==> config.mk <==
export PLATFORM = sky130hd
export DESIGN_NAME = friet_p_round_engine
export DESIGN_NICKNAME = d
export VERILOG_FILES = /design/src/rtl/friet_pkg.sv /design/src/rtl/friet_p_round.sv /design/src/rtl/friet_p_xaon.sv /design/src/rtl/friet_p_round_engine.sv
export SDC_FILE = /design/constraint.sdc
export NUM_CORES = 1
export LEC_CHECK = 0
export ABC_CLOCK_PERIOD_IN_PS = 2300
export CAP_MARGIN = 20
export CORE_AREA = 8 8 297 299
export CTS_BUF_LIST = sky130_fd_sc_hd__clkbuf_16
export CTS_CLUSTER_SIZE = 16
export DETAILED_ROUTE_END_ITERATION = 7
export DIE_AREA = 0 0 305 307
export GPL_ROUTABILITY_DRIVEN = 0
export SYNTH_ARGS = -nofsm -noshare
export SYNTH_HDL_FRONTEND = slang
export SYNTH_SLANG_ARGS = --single-unit
==> constraint.sdc <==
create_clock -name clk -period 2.3 [get_ports clk]
set_input_delay 0.46 -clock clk [delete_from_list [all_inputs] [get_ports clk]]
set_output_delay 0.46 -clock clk [all_outputs]
set_load 0.05 [all_outputs]
==> src/rtl/friet_pkg.sv <==
// Shared Friet-P constants, types and helpers for the round engine.
package friet_pkg;

    localparam int unsigned LIMB_W = 128;
    localparam int unsigned R1     = 1;
    localparam int unsigned R2     = 80;
    localparam int unsigned R3     = 36;
    localparam int unsigned R4     = 67;
    localparam int unsigned RC_N   = 24;
    localparam int unsigned RC_W   = 32;
    localparam int unsigned RIDX_W = 5;

    typedef logic [LIMB_W-1:0] limb_t;

    typedef struct packed {
        limb_t a;
        limb_t b;
        limb_t c;
    } friet_state_t;

    typedef enum logic [1:0] {
        ST_IDLE = 2'd0,
        ST_RUN  = 2'd1,
        ST_DONE = 2'd2
    } fsm_state_t;

    localparam logic [RC_W-1:0] FRIET_P_RC [0:RC_N-1] = '{
        32'h0000_1111, 32'h1110_0000, 32'h0000_1101, 32'h1010_0000,
        32'h0000_0101, 32'h1011_0000, 32'h0000_0110, 32'h1100_0000,
        32'h0000_1001, 32'h0010_0000, 32'h0000_0100, 32'h1000_0000,
        32'h0000_0001, 32'h0011_0000, 32'h0000_0010, 32'h0110_0000,
        32'h0000_1100, 32'h0100_0000, 32'h0000_1000, 32'h0001_0000,
        32'h0000_0011, 32'h0111_0000, 32'h0000_1110, 32'h1111_0000
    };

    function automatic limb_t rotl(input limb_t x, input int unsigned r);
        return (x << r) | (x >> (LIMB_W - r));
    endfunction

    // Indices past the table yield a zero constant.
    function automatic logic [RC_W-1:0] round_const(input logic [RIDX_W-1:0] idx);
        return (32'(idx) < RC_N) ? FRIET_P_RC[idx] : '0;
    endfunction

endpackage

==> src/rtl/friet_p_round.sv <==
// One combinational Friet-P round: delta, tau, mu1, mu2, xi.
module friet_p_round
    import friet_pkg::*;
(
    input  logic [RIDX_W-1:0] rnd_idx,
    input  limb_t             a_in,
    input  limb_t             b_in,
    input  limb_t             c_in,
    output limb_t             a_out_c,
    output limb_t             b_out_c,
    output limb_t             c_out_c
);

    limb_t rc_w;
    limb_t a_dl, c_dl;
    limb_t a_tau, b_tau;
    limb_t b_m1, c_m1;
    limb_t a_m2, c_m2;
    limb_t xi_x, xi_y;

    // Linear layers; tau leaves c untouched since c = a ^ b is symmetric.
    always_comb begin
        rc_w  = LIMB_W'(round_const(rnd_idx));
        a_dl  = a_in ^ rc_w;
        c_dl  = c_in ^ rc_w;
        a_tau = b_in;
        b_tau = a_dl;
        b_m1  = b_tau ^ rotl(a_tau, R1);
        c_m1  = c_dl ^ rotl(a_tau, R1);
        a_m2  = a_tau ^ rotl(b_m1, R2);
        c_m2  = c_m1 ^ rotl(b_m1, R2);
        xi_x  = rotl(b_m1, R3);
        xi_y  = rotl(c_m2, R4);
    end

    friet_p_xaon #(.W(LIMB_W)) u_xaon_a (
        .x   (xi_x),
        .y   (xi_y),
        .z   (a_m2),
        .o_c (a_out_c)
    );

    friet_p_xaon #(.W(LIMB_W)) u_xaon_c (
        .x   (xi_x),
        .y   (xi_y),
        .z   (c_m2),
        .o_c (c_out_c)
    );

    assign b_out_c = b_m1;

endmodule

==> src/rtl/friet_p_xaon.sv <==
// Bitwise xaon gate array: o = (x & y) ^ z.
module friet_p_xaon
    import friet_pkg::*;
#(
    parameter int unsigned W = LIMB_W
) (
    input  logic [W-1:0] x,
    input  logic [W-1:0] y,
    input  logic [W-1:0] z,
    output logic [W-1:0] o_c
);

    assign o_c = (x & y) ^ z;

endmodule

==> src/rtl/friet_p_round_engine.sv <==
// Iterative Friet-P permutation engine with valid/ready load and unload ports.
// Optional code-invariant checker enabled by defining FRIET_P_FAULT_CHECK_EN.
module friet_p_round_engine
    import friet_pkg::*;
#(
    parameter int unsigned ROUNDS           = 24,
    parameter int unsigned ROUNDS_PER_CYCLE = 1
) (
    input  logic              clk,
    input  logic              arstn,
    input  logic [LIMB_W-1:0] din_a,
    input  logic [LIMB_W-1:0] din_b,
    input  logic [LIMB_W-1:0] din_c,
    input  logic              din_valid,
    output logic              din_ready,
    output logic [LIMB_W-1:0] dout_a,
    output logic [LIMB_W-1:0] dout_b,
    output logic [LIMB_W-1:0] dout_c,
    output logic              dout_valid,
    input  logic              dout_ready,
    output logic              busy,
    output logic              fault
);

    localparam int unsigned CNT_W = $clog2(ROUNDS + 1);

    fsm_state_t       state_q, state_d;
    logic [CNT_W-1:0] cnt_q, cnt_d;
    limb_t            a_q, a_d, b_q, b_d, c_q, c_d;
    logic             din_ready_q, din_ready_d;
    logic             dout_valid_q, dout_valid_d;
    logic             busy_q, busy_d;
`ifdef FRIET_P_FAULT_CHECK_EN
    logic             fault_q, fault_d;
`endif

    limb_t ch_a [0:ROUNDS_PER_CYCLE];
    limb_t ch_b [0:ROUNDS_PER_CYCLE];
    limb_t ch_c [0:ROUNDS_PER_CYCLE];

    assign ch_a[0] = a_q;
    assign ch_b[0] = b_q;
    assign ch_c[0] = c_q;

    // Unrolled round chain covering rounds cnt .. cnt+ROUNDS_PER_CYCLE-1.
    for (genvar j = 0; j < ROUNDS_PER_CYCLE; j++) begin : g_round
        friet_p_round u_round (
            .rnd_idx (RIDX_W'(cnt_q + CNT_W'(j))),
            .a_in    (ch_a[j]),
            .b_in    (ch_b[j]),
            .c_in    (ch_c[j]),
            .a_out_c (ch_a[j+1]),
            .b_out_c (ch_b[j+1]),
            .c_out_c (ch_c[j+1])
        );
    end

    always_comb begin
        state_d      = state_q;
        cnt_d        = cnt_q;
        a_d          = a_q;
        b_d          = b_q;
        c_d          = c_q;
        din_ready_d  = din_ready_q;
        dout_valid_d = dout_valid_q;
        busy_d       = busy_q;
`ifdef FRIET_P_FAULT_CHECK_EN
        fault_d      = fault_q;
`endif
        unique case (state_q)
            ST_IDLE: begin
                if (din_valid && din_ready_q) begin
                    a_d         = din_a;
                    b_d         = din_b;
                    c_d         = din_c;
                    cnt_d       = '0;
                    state_d     = ST_RUN;
                    din_ready_d = 1'b0;
                    busy_d      = 1'b1;
`ifdef FRIET_P_FAULT_CHECK_EN
                    if (din_c != (din_a ^ din_b)) fault_d = 1'b1;
`endif
                end
            end
            ST_RUN: begin
                a_d   = ch_a[ROUNDS_PER_CYCLE];
                b_d   = ch_b[ROUNDS_PER_CYCLE];
                c_d   = ch_c[ROUNDS_PER_CYCLE];
                cnt_d = cnt_q + CNT_W'(ROUNDS_PER_CYCLE);
`ifdef FRIET_P_FAULT_CHECK_EN
                if (c_d != (a_d ^ b_d)) fault_d = 1'b1;
`endif
                if (cnt_d == CNT_W'(ROUNDS)) begin
                    state_d      = ST_DONE;
                    busy_d       = 1'b0;
                    dout_valid_d = 1'b1;
                end
            end
            ST_DONE: begin
                if (dout_ready) begin
                    state_d      = ST_IDLE;
                    dout_valid_d = 1'b0;
                    din_ready_d  = 1'b1;
                end
            end
            default: state_d = ST_IDLE;
        endcase
    end

    always_ff @(posedge clk or negedge arstn) begin
        if (!arstn) begin
            state_q      <= ST_IDLE;
            cnt_q        <= '0;
            a_q          <= '0;
            b_q          <= '0;
            c_q          <= '0;
            din_ready_q  <= 1'b1;
            dout_valid_q <= 1'b0;
            busy_q       <= 1'b0;
`ifdef FRIET_P_FAULT_CHECK_EN
            fault_q      <= 1'b0;
`endif
        end else begin
            state_q      <= state_d;
            cnt_q        <= cnt_d;
            a_q          <= a_d;
            b_q          <= b_d;
            c_q          <= c_d;
            din_ready_q  <= din_ready_d;
            dout_valid_q <= dout_valid_d;
            busy_q       <= busy_d;
`ifdef FRIET_P_FAULT_CHECK_EN
            fault_q      <= fault_d;
`endif
        end
    end

    assign din_ready  = din_ready_q;
    assign dout_valid = dout_valid_q;
    assign busy       = busy_q;

`ifdef FRIET_P_FAULT_CHECK_EN
    // A corrupted state is never released downstream.
    assign dout_a = fault_q ? '0 : a_q;
    assign dout_b = fault_q ? '0 : b_q;
    assign dout_c = fault_q ? '0 : c_q;
    assign fault  = fault_q;
`else
    assign dout_a = a_q;
    assign dout_b = b_q;
    assign dout_c = c_q;
    assign fault  = 1'b0;
`endif

endmodule
==> results of run 1 <==
-- flip-flops by register name (all words and copies together), names as in the netlist --
register,count
dout_a,128
dout_b,128
dout_c,128
cnt_q,5
state_q,2
busy,1
din_ready,1
dout_valid,1
-- cells by family (layout without fill, tap and decap cells) --
| logic type | after synthesis | count (layout) | share of synthesized area, % |
|---|---|---|---|
| compound gates | 780 | 780 | 16.6 |
| xor+xnor | 811 | 811 | 28.7 |
| fa+ha+maj | 6 | 6 | 0.294 |
| buf+inv | 230 | 1414 | 3.48 |
| flops | 394 | 394 | 38.7 |
| mux | 16 | 16 | 0.643 |
| other cells | 1 | 34 | 0.0147 |
| simple gates | 694 | 694 | 11.7 |
-- layer usage --
layer	track usage, %	vias to the layer above	part of all wire [%]	wire, µm
li1	-	12200	-	-
met1	43.6	13700	39	66800
met2	53.7	1808	44	75200
met3	11.6	362	11	19400
met4	18.3	20	6.1	10500
met5	0	-	0.077	133
-- cell type report --
class                      instances  area (µm²)
fill                            8063       43500
multi-input combinational       2308       15300
timing repair buffer            1311       11500
sequential                       394        9870
tap                             1080        1350
clock buffer                      51        1280
clock inverter                    37         297
antenna                           33        82.6
inverter                          15        56.3
-- cells in the mapped netlist, types with 15 or more instances --
library cell,n
a21oi_1,65
clkbuf_1,194
dfrtp_1,393
inv_1,15
nand2_1,444
nor2_1,110
nor3_1,17
o21ai_0,498
o22ai_1,183
or3_1,56
xnor2_1,626
xor2_1,169
-- how the worst max path moves through the flow --
stage / endpoint / slack, ns / cells past startpoint
after global placement: dout_a[80] / -0.14 / 11
after global routing: dout_c[95] / -0.07 / 10
after CTS: dout_c[67] / -0.003 / 9
final: dout_a[26] / -0.009 / 8
after detailed placement: dout_a[80] / -0.20 / 11
after floorplan: dout_a[108] / -0.02 / 9
-- layout by cell type (no fill, tap or decap), drive strengths merged, types with 14 or more instances in the layout --
cell type,synthesis,layout
a21oi,66,66
buf,21,827
clkbuf,194,52
clkdlybuf4s50,0,389
clkinv,0,19
dfrtp,393,393
diode,0,33
dlygate4sd2,0,88
inv,15,28
nand2,444,444
nor2,112,112
nor3,17,17
o21ai,499,499
o22ai,183,183
or3,56,56
xnor2,627,627
xnor3,14,14
xor2,170,170
-- metrics by stage --
step	TNS [ns]	setup slack, ns	hold WS (ns)	instances	area [µm²]
after global routing	-0.533	-0.0706	0.352	5210	39700
after floorplan	-0.0295	-0.0178	0.164	2932	25500
after CTS	-0.00317	-0.00317	0.339	5184	39200
final	-0.00866	-0.00866	0.348	5229	39700
after detailed placement	-4.60	-0.202	0.380	5093	37500
after global placement	-2.61	-0.145	0.380	5093	37500
-- repair_timing --
item                                   CTS  global route
setup buffers                            2            11
gates resized for setup                131            71
endpoints found under the hold margin   19             0
gates cloned                             0             1
setup endpoints to repair              149            79
pin swaps                                6            31
hold buffers                             1             0
-- worst register-to-register path: cells and delay by family, from the launching register on --
kind | cells | cell delay [ns]
xor+xnor | 3 | 0.92
flops | 1 | 0.47
buf+inv | 2 | 0.34
compound gates | 2 | 0.26
simple gates | 1 | 0.21
==> key figures, run 1 <==
Logic synthesis
  – Largest cells by area after synthesis: dfrtp_1 39%, xnor2_1 21%, o21ai_0 9.8%
  – Avg Inst Size Synth: between 8 and 9 µm²
  – Mapped cell area: between 20000 and 30000 µm²
  – Post-synth top flop: dfrtp_1
  – Yosys warns: 0
  – Register area share after synthesis: about 39%
  – Synth area leader: dfrtp_1
  – EDFF count, synth: 0
  – Flops & latches, synth: approximately 390
  – Post-synth ARST share: between 90% and 100%
  – Synth top area share: between 30% and 40%
  – Syn Inst Count: ~3000
  – Post-synth net total: about 3300
  – Count of cell types in the netlist: 56

Finish
  – Finished Core Util: between 40% and 50%
  – Share of cells above drive strength 1: roughly a quarter
  – Area growth, synth to finish: 55.7%
  – Post-layout net count: ~4500

Timing
  – Relative slew margins: between 50% and 60%
  – Final max-slew violation count: 0
  – Worst-Margin Slew: 0.736 ns
  – Final WS setup: -0.00866 ns
  – RSZ-0062 raised after global routing: true
  – Final hold violations: 0
  – Fin crit period: 2.31 ns
  – Fmax: approximately 0.43 GHz
  – Period Utilization, post-route: 100%
  – Fin Clk Skew: about 0.035 ns
  – Setup violators final: 1

Clock tree
  – Clk_lat worst skew: around 0.63 ns
  – CTS clk-pin slew, worst paths: 0.06 ns
  – Root Driver: clkbuf_16
  – TritonCTS clock tree: yes
  – H-Tree Depth: 2
  – Clock Tree Buf Depth: 3
  – CTS buffer count: 51
  – Clock sinks: roughly 390

Critical path
  – Crit path max-delay family: XOR/XNOR gates
  – Slowest CP cell: xnor2_1
  – R2r endpoint: dout_a[26]
  – Kind of critical path: reg2reg
  – R2R cell count: 8
  – WP data arrival: about 2.8 ns
  – Kind of end point of the critical path: flop
  – Critical path launch point: dout_b[6]
  – Peak per-stage delay on the critical path: roughly 0.55 ns
  – CP required: between 2 and 3 ns
  – Reg-to-Reg Start: dout_b[6]
  – Buf+Inv Stages, Crit Path: 2
  – Worst reg-to-reg setup slack: -0.009 ns
  – Setup crit start kind: flop
  – Crit path cell chain: xnor2_1 > buf_4 > xnor2_1 > nand2_1 > xnor2_1 > buf_4 > o22ai_1 > o21ai_0
  – Crit path max fanout: 4
  – Cell mode on critical path: xnor2_1

GRT
  – First-pass GRT wire length: roughly 230000 µm
  – Tot GR Track Use: about a third
  – Largest net degree at the start of global routing: approximately 120
  – Initial antenna violation count: 44
  – Gr ovfl total: 0
  – Vias in the first global route: about 28000

Flow run
  – Max Cap Violations: 0

Floorplanning
  – CORE AREA: 83200 µm²
  – Die extent in x: 305 µm
  – Core Rows: 106
  – Starting density of the core: a little under a third
  – Area of the die: ~94000 µm²
  – Die Span Y: around 310 µm
  – Ports: slightly below 800

Placed design
  – Final HPWL DP: roughly 140000 µm
  – Input/output buffers: around 770

Routing
  – Vias after detailed routing: between 20000 and 30000
  – Final ANT Viol Nets: 0
  – DRT Wirelength: between 150000 and 200000 µm
  – DR DRC count: 0
  – DRT iter0 DRCs: ~3200
  – Via/cell ratio: around 5.4
  – Wire per inst: between 30 and 40 µm
  – DR pass1 iterations: 6

Worst hold path
  – Worst hold-check path type: in2async

Run status
  – Violated checks: setup timing
  – Status: complete, but fails checks
Power of run 1 is not shown: default switching activity piles up to over one toggle a cycle in this logic, so the estimate is an artifact.
==> run 2: changes to the inputs <==
--- a/config.mk
+++ b/config.mk
@@ -6,13 +6,14 @@
 export NUM_CORES = 1
 export LEC_CHECK = 0
 export ABC_CLOCK_PERIOD_IN_PS = 2300
-export CAP_MARGIN = 20
+export CAP_MARGIN = 10
 export CORE_AREA = 8 8 297 299
 export CTS_BUF_LIST = sky130_fd_sc_hd__clkbuf_16
 export CTS_CLUSTER_SIZE = 16
 export DETAILED_ROUTE_END_ITERATION = 7
 export DIE_AREA = 0 0 305 307
 export GPL_ROUTABILITY_DRIVEN = 0
+export SKIP_CTS_REPAIR_TIMING = 1
 export SYNTH_ARGS = -nofsm -noshare
 export SYNTH_HDL_FRONTEND = slang
 export SYNTH_SLANG_ARGS = --single-unit
==> key figures, run 2 (synthesis results as in run 1) <==
Floorplanning
  – Ports: 776 (unchanged)
  – Die extent in x: 305 µm (unchanged)
  – CORE AREA: 83200 µm² (unchanged)
  – Area of the die: 93600 µm² (unchanged)
  – Die Span Y: 307 µm (unchanged)
  – Core Rows: 106 (unchanged)
  – Starting density of the core: 30.7% (unchanged)

Timing
  – Relative slew margins: 49.2% (-1.2 points)
  – Final max-slew violation count: 0 (unchanged)
  – Fmax: 0.430 GHz (-0.82%)
  – Final WS setup: -0.0277 ns (-0.0191 ns)
  – Setup violators final: 6 (+5)
  – Fin Clk Skew: 0.0340 ns (-0.000938 ns)
  – Period Utilization, post-route: 101% (+0.83 points)
  – Fin Setup TNS: -0.0996 ns (-0.0910 ns)
  – Worst-Margin Slew: 0.754 ns (+0.0179 ns)
  – RSZ-0062 raised after global routing: true
  – Final hold violations: 0 (unchanged)
  – Fin crit period: 2.33 ns (+0.0191 ns)

Critical path
  – Peak per-stage delay on the critical path: 0.47 ns (-0.08 ns)
  – Worst reg-to-reg setup slack: -0.03 ns (-0.02 ns)
  – CP required: 2.78 ns (-0.03 ns)
  – Buf+Inv Stages, Crit Path: 1 (-1)
  – Slowest CP cell: dfrtp_2
  – Kind of end point of the critical path: flop
  – Setup crit start kind: flop
  – WP data arrival: 2.81 ns (about the same)
  – Crit path max fanout: 7 (+3)
  – Kind of critical path: reg2reg
  – Crit path max-delay family: XOR/XNOR gates
  – Crit path cell chain: ha_4 > ha_1 > mux2i_1 > o21ai_2 > buf_4 > xnor3_1 > nand2_2 > xor2_2 > xor2_1 > a21oi_1

Routing
  – DRT Wirelength: 172000 µm (-0.20%)
  – Via/cell ratio: 5.36 (-0.19%)
  – Wire per inst: 32.9 µm (about the same)
  – Vias after detailed routing: 28000 (-0.34%)
  – DR pass1 iterations: 6 (unchanged)
  – DRT iter0 DRCs: 3397 (+4.8%)
  – Final ANT Viol Nets: 0 (unchanged)
  – DR DRC count: 0 (unchanged)

Clock tree
  – CTS clk-pin slew, worst paths: 0.06 ns (about the same)
  – H-Tree Depth: 2 (unchanged)
  – Clock Tree Buf Depth: 3 (unchanged)
  – Clock sinks: 394 (unchanged)
  – Root Driver: clkbuf_16
  – TritonCTS clock tree: yes
  – Clk_lat worst skew: 0.63 ns (about the same)
  – CTS buffer count: 51 (unchanged)

GRT
  – Gr ovfl total: 0 (unchanged)
  – Initial antenna violation count: 46 (+4.5%)
  – Global-route met3 utilization: 11.2% (-0.44 points)
  – Tot GR Track Use: 34.9% (-0.053 points)
  – First-pass GRT wire length: 230000 µm (-0.18%)
  – Busiest grt layer: met2
  – Routing usage on met1: 43.8% (+0.21 points)
  – Met2 GRT Util: 53.8% (about the same)
  – Vias in the first global route: 27400 (-0.42%)
  – Largest net degree at the start of global routing: 119 (unchanged)

Finish
  – Share of cells above drive strength 1: 24.0% (-0.12 points)
  – Area growth, synth to finish: 56.7%
  – Multi-input combinational cell area: 15300 µm² (about the same)
  – Commonest non-fill, non-tap cell in the layout: buf_4
  – Most frequent cells in the layout: 776 x buf_4, 595 x xnor2_1, 493 x o21ai_0, 437 x nand2_1
  – Sequential cell area: 9870 µm² (unchanged)
  – Fillers: 7993 (-0.87%)
  – Post-layout net count: 4470 (-0.11%)

Placed design
  – Input/output buffers: 774 (unchanged)
  – Final HPWL DP: 143000 µm (unchanged)

Flow run
  – Max Cap Violations: 0 (unchanged)

Run status
  – Status: complete, but fails checks
  – Violated checks: setup timing

Worst hold path
  – Worst hold-check path type: in2async
run 2: cell types whose count changed in the layout (fill, tap and decap cells not counted), sizes merged:
cell / before / now
diode: 33 / 30
dlygate4sd2: 88 / 0
dlymetal6s2s: 5 / 93
buf: 827 / 823
clkbuf: 52 / 51
run 2: area by class of cell:
| cell class | instances | area share, % |
|---|---|---|
| multi-input combinational | 2308 | 38.2 |
| timing repair buffer | 1306 | 29.4 |
| sequential | 394 | 24.7 |
| tap | 1080 | 3.38 |
| clock buffer | 51 | 3.19 |
| clock inverter | 37 | 0.742 |
| antenna | 30 | 0.188 |
| inverter | 15 | 0.141 |
run 2: through the flow:
step / setup slack [ns] / hold slack, ns / instance area, µm² / util (%) / std cells
finish: -0.0277 / 0.355 / 40000 / 48.1 / 5221
global route: -0.131 / 0.357 / 39900 / 48.0 / 5208
CTS: -0.208 / -0.267 / 39000 / 47.0 / 5181
detailed placement: -0.202 / 0.380 / 37500 / 45.1 / 5093
global placement: -0.145 / 0.380 / 37500 / 45.1 / 5093
floorplan: -0.0178 / 0.164 / 25500 / - / 2932
run 2: metal layers:
metal	vias up	share of wire, %
met2	1808	44
li1	12200	-
met4	22	5.9
met5	-	0.089
met3	375	11
met1	13600	39
run 2: worst reg2reg max path, stage by stage, from the launching register on:
cell	delay [ns]
dfrtp_2	0.47
ha_4	0.21
ha_1	0.17
mux2i_1	0.17
o21ai_2	0.11
buf_4	0.16
xnor3_1	0.35
nand2_2	0.09
xor2_2	0.19
xor2_1	0.18
a21oi_1	0.09
run 2: path summary, 6_finish.rpt:
kind                             from     endpoint  cells after the start
min reg2reg                 din_ready    din_ready                      2
min in group clk           dout_ready   state_q[1]                      2
max reg2reg                  cnt_q[0]   dout_c[95]                     10
max in group asynchronous       arstn  dout_b[104]                      3
min                             arstn   dout_b[12]                      2
max                          cnt_q[0]   dout_c[95]                     10
Power of run 2 is left out for the same reason.
==> variant, RTL diff (flow settings as in run 2) <==
Reset style: synchronous (`arstn`), changed in one clocked block.
--- a/src/rtl/friet_p_round_engine.sv
+++ b/src/rtl/friet_p_round_engine.sv
@@ -109,3 +109,3 @@
 
-    always_ff @(posedge clk or negedge arstn) begin
+    always_ff @(posedge clk) begin
         if (!arstn) begin
Formal check against the unedited RTL: not equivalent (Yosys sat finds a counterexample within 4 cycles, from zero or initial values and one cycle with arstn low; the reset may be asserted at any time).
==> variant against run 2 <==
The run still ends with setup timing left; sequential cell count unchanged; hold slack got worse by 0.24 ns; area after synthesis rose by 2.6%; wire length is 7.6% higher; design area is 2.5% higher; worst setup slack got worse by 0.071 ns; critical path type unchanged; critical endpoint is now dout_c[47]; largest cell class unchanged.
Power is left out: it rests on default switching activity, and per cell area and clock period it moved more than threefold.
==> variant: results (changes against run 2) <==
- Status: finished, violations left
- Share of cells above drive strength 1: 24.7% (+0.73 points)
- Sequential area share after synthesis: 30.1% (-8.5 points)
- Largest net degree at the start of global routing: 118 (-0.84%)
- Count of cell types in the netlist: 66 (+18%)
- Cells after DPL: 5439 (+6.8%)
- Number of I/O port buffers: 774 (unchanged)
- Slowest-stage cell, CP: dfxtp_4
- Asr flop ratio synth: 0% (-100 points)
- # setup viols final: 6 (unchanged)
- Worst path max stage delay: 0.36 ns (-0.11 ns)
- Worst setup margin: -0.0987 ns (-0.0710 ns)
- Worst slew pin tran: 1.03 ns (+0.277 ns)
- Placed inst area: 38400 sq um (+2.6%)
- Critical Path AT: 2.93 ns (+0.12 ns)
- CTS Buf Count: 51 (unchanged)
- Via count: 31500 (+12%)
- Synth Area per Inst: 7.97 sq um (-8.3%)
- DR pass1 iterations: 5 (-1)
- Vias in the first global route: 30100 (+9.9%)
- Failing checks: setup timing
- First-pass GRT wire length: 247000 um (+7.3%)
- Worst-Skew Late Latency: 0.62 ns
- Place WS: -0.339 ns (-0.138 ns)
- Initial antenna violation count: 25 (-46%)
- Post-synth top cells: xnor2_1 (531), nand2_1 (468), dfxtp_1 (394), clkbuf_1 (244), xor2_1 (238)
- DR iter-0 viols: 3685 (+8.5%)
- Synth top area cells: dfxtp_1 (30%), xnor2_1 (18%), xor2_1 (8.0%), nand2_1 (6.7%), o221ai_1 (4.4%)
- Final nets: 4821 (+7.9%)
- Worst hold-check path type: input pin to flop
- Total GRT Usage: 37.1% (+2.1 points)
- Clock skew: 0.0226 ns (-0.0114 ns)
- Post-DP HPWL: 152000 um (+6.1%)
- WL per Instance: 33.2 um (+1.0%)
- Crit Path Max Fanout: 6 (-1)
- Post-Layout Cell Count: 5561 (+6.5%)
- Setup TNS Final: -0.293 ns (-0.193 ns)
- Worst-path clk slew: 0.07 ns
- Syn nets: 3675 (+10%)
-- variant: cell count changes in the layout (fill, tap and decap cells not counted), moves of 87 or more --
| cell | run 2 | this run |
|---|---|---|
| dfrtp_1 | 389 | 0 |
| dfxtp_1 | 0 | 383 |
| o21ai_0 | 493 | 115 |
| o22ai_1 | 182 | 3 |
| a21boi_0 | 0 | 148 |
| o221ai_1 | 1 | 129 |
| nor2_1 | 103 | 228 |
| o211ai_1 | 0 | 121 |
| a21oi_1 | 62 | 167 |
| xnor2_1 | 595 | 506 |
| buf_4 | 776 | 863 |
-- variant: path summary, 6_finish.rpt --
kind	startpoint	end	slack [ns]	cells after the start
worst max-delay path	cnt_q[1]	dout_c[47]	-0.1	10
worst min-delay path	arstn	din_ready	0.12	2
worst min register to register	dout_a[57]	dout_a[57]	0.47	2
worst max register to register	cnt_q[1]	dout_c[47]	-0.1	10
-- variant: per-layer routing --
layer | global-route usage [%] | share of wire, % | vias to the layer above
met3 | 11.9 | 12 | 494
met2 | 57.7 | 44 | 2109
li1 | - | - | 13600
met5 | 0 | 0.045 | -
met4 | 22.5 | 7.6 | 12
met1 | 44.4 | 37 | 15300
-- variant: area by class of cell --
class	instances	area, sq um
fillers	8120	42200
flip-flops and latches	394	7910
inverters	31	116
multi-input cells	2575	17700
repair buffers	1374	12300
diodes	18	45.0
well taps	1080	1350
clock buffers	52	1300
clock inverters	37	304
-- variant: logic make-up after synthesis --
group / Yosys count / synth area share (%)
xor gates and xnor gates: 779 / 26.6
other: 1 / 0.0143
adders and majority gates: 6 / 0.287
muxes: 12 / 0.483
buffers and inverters: 312 / 4.65
and+or+nand+nor: 950 / 15.8
DFF: 394 / 30.1
AOI/OAI and AO/OA: 827 / 22.1
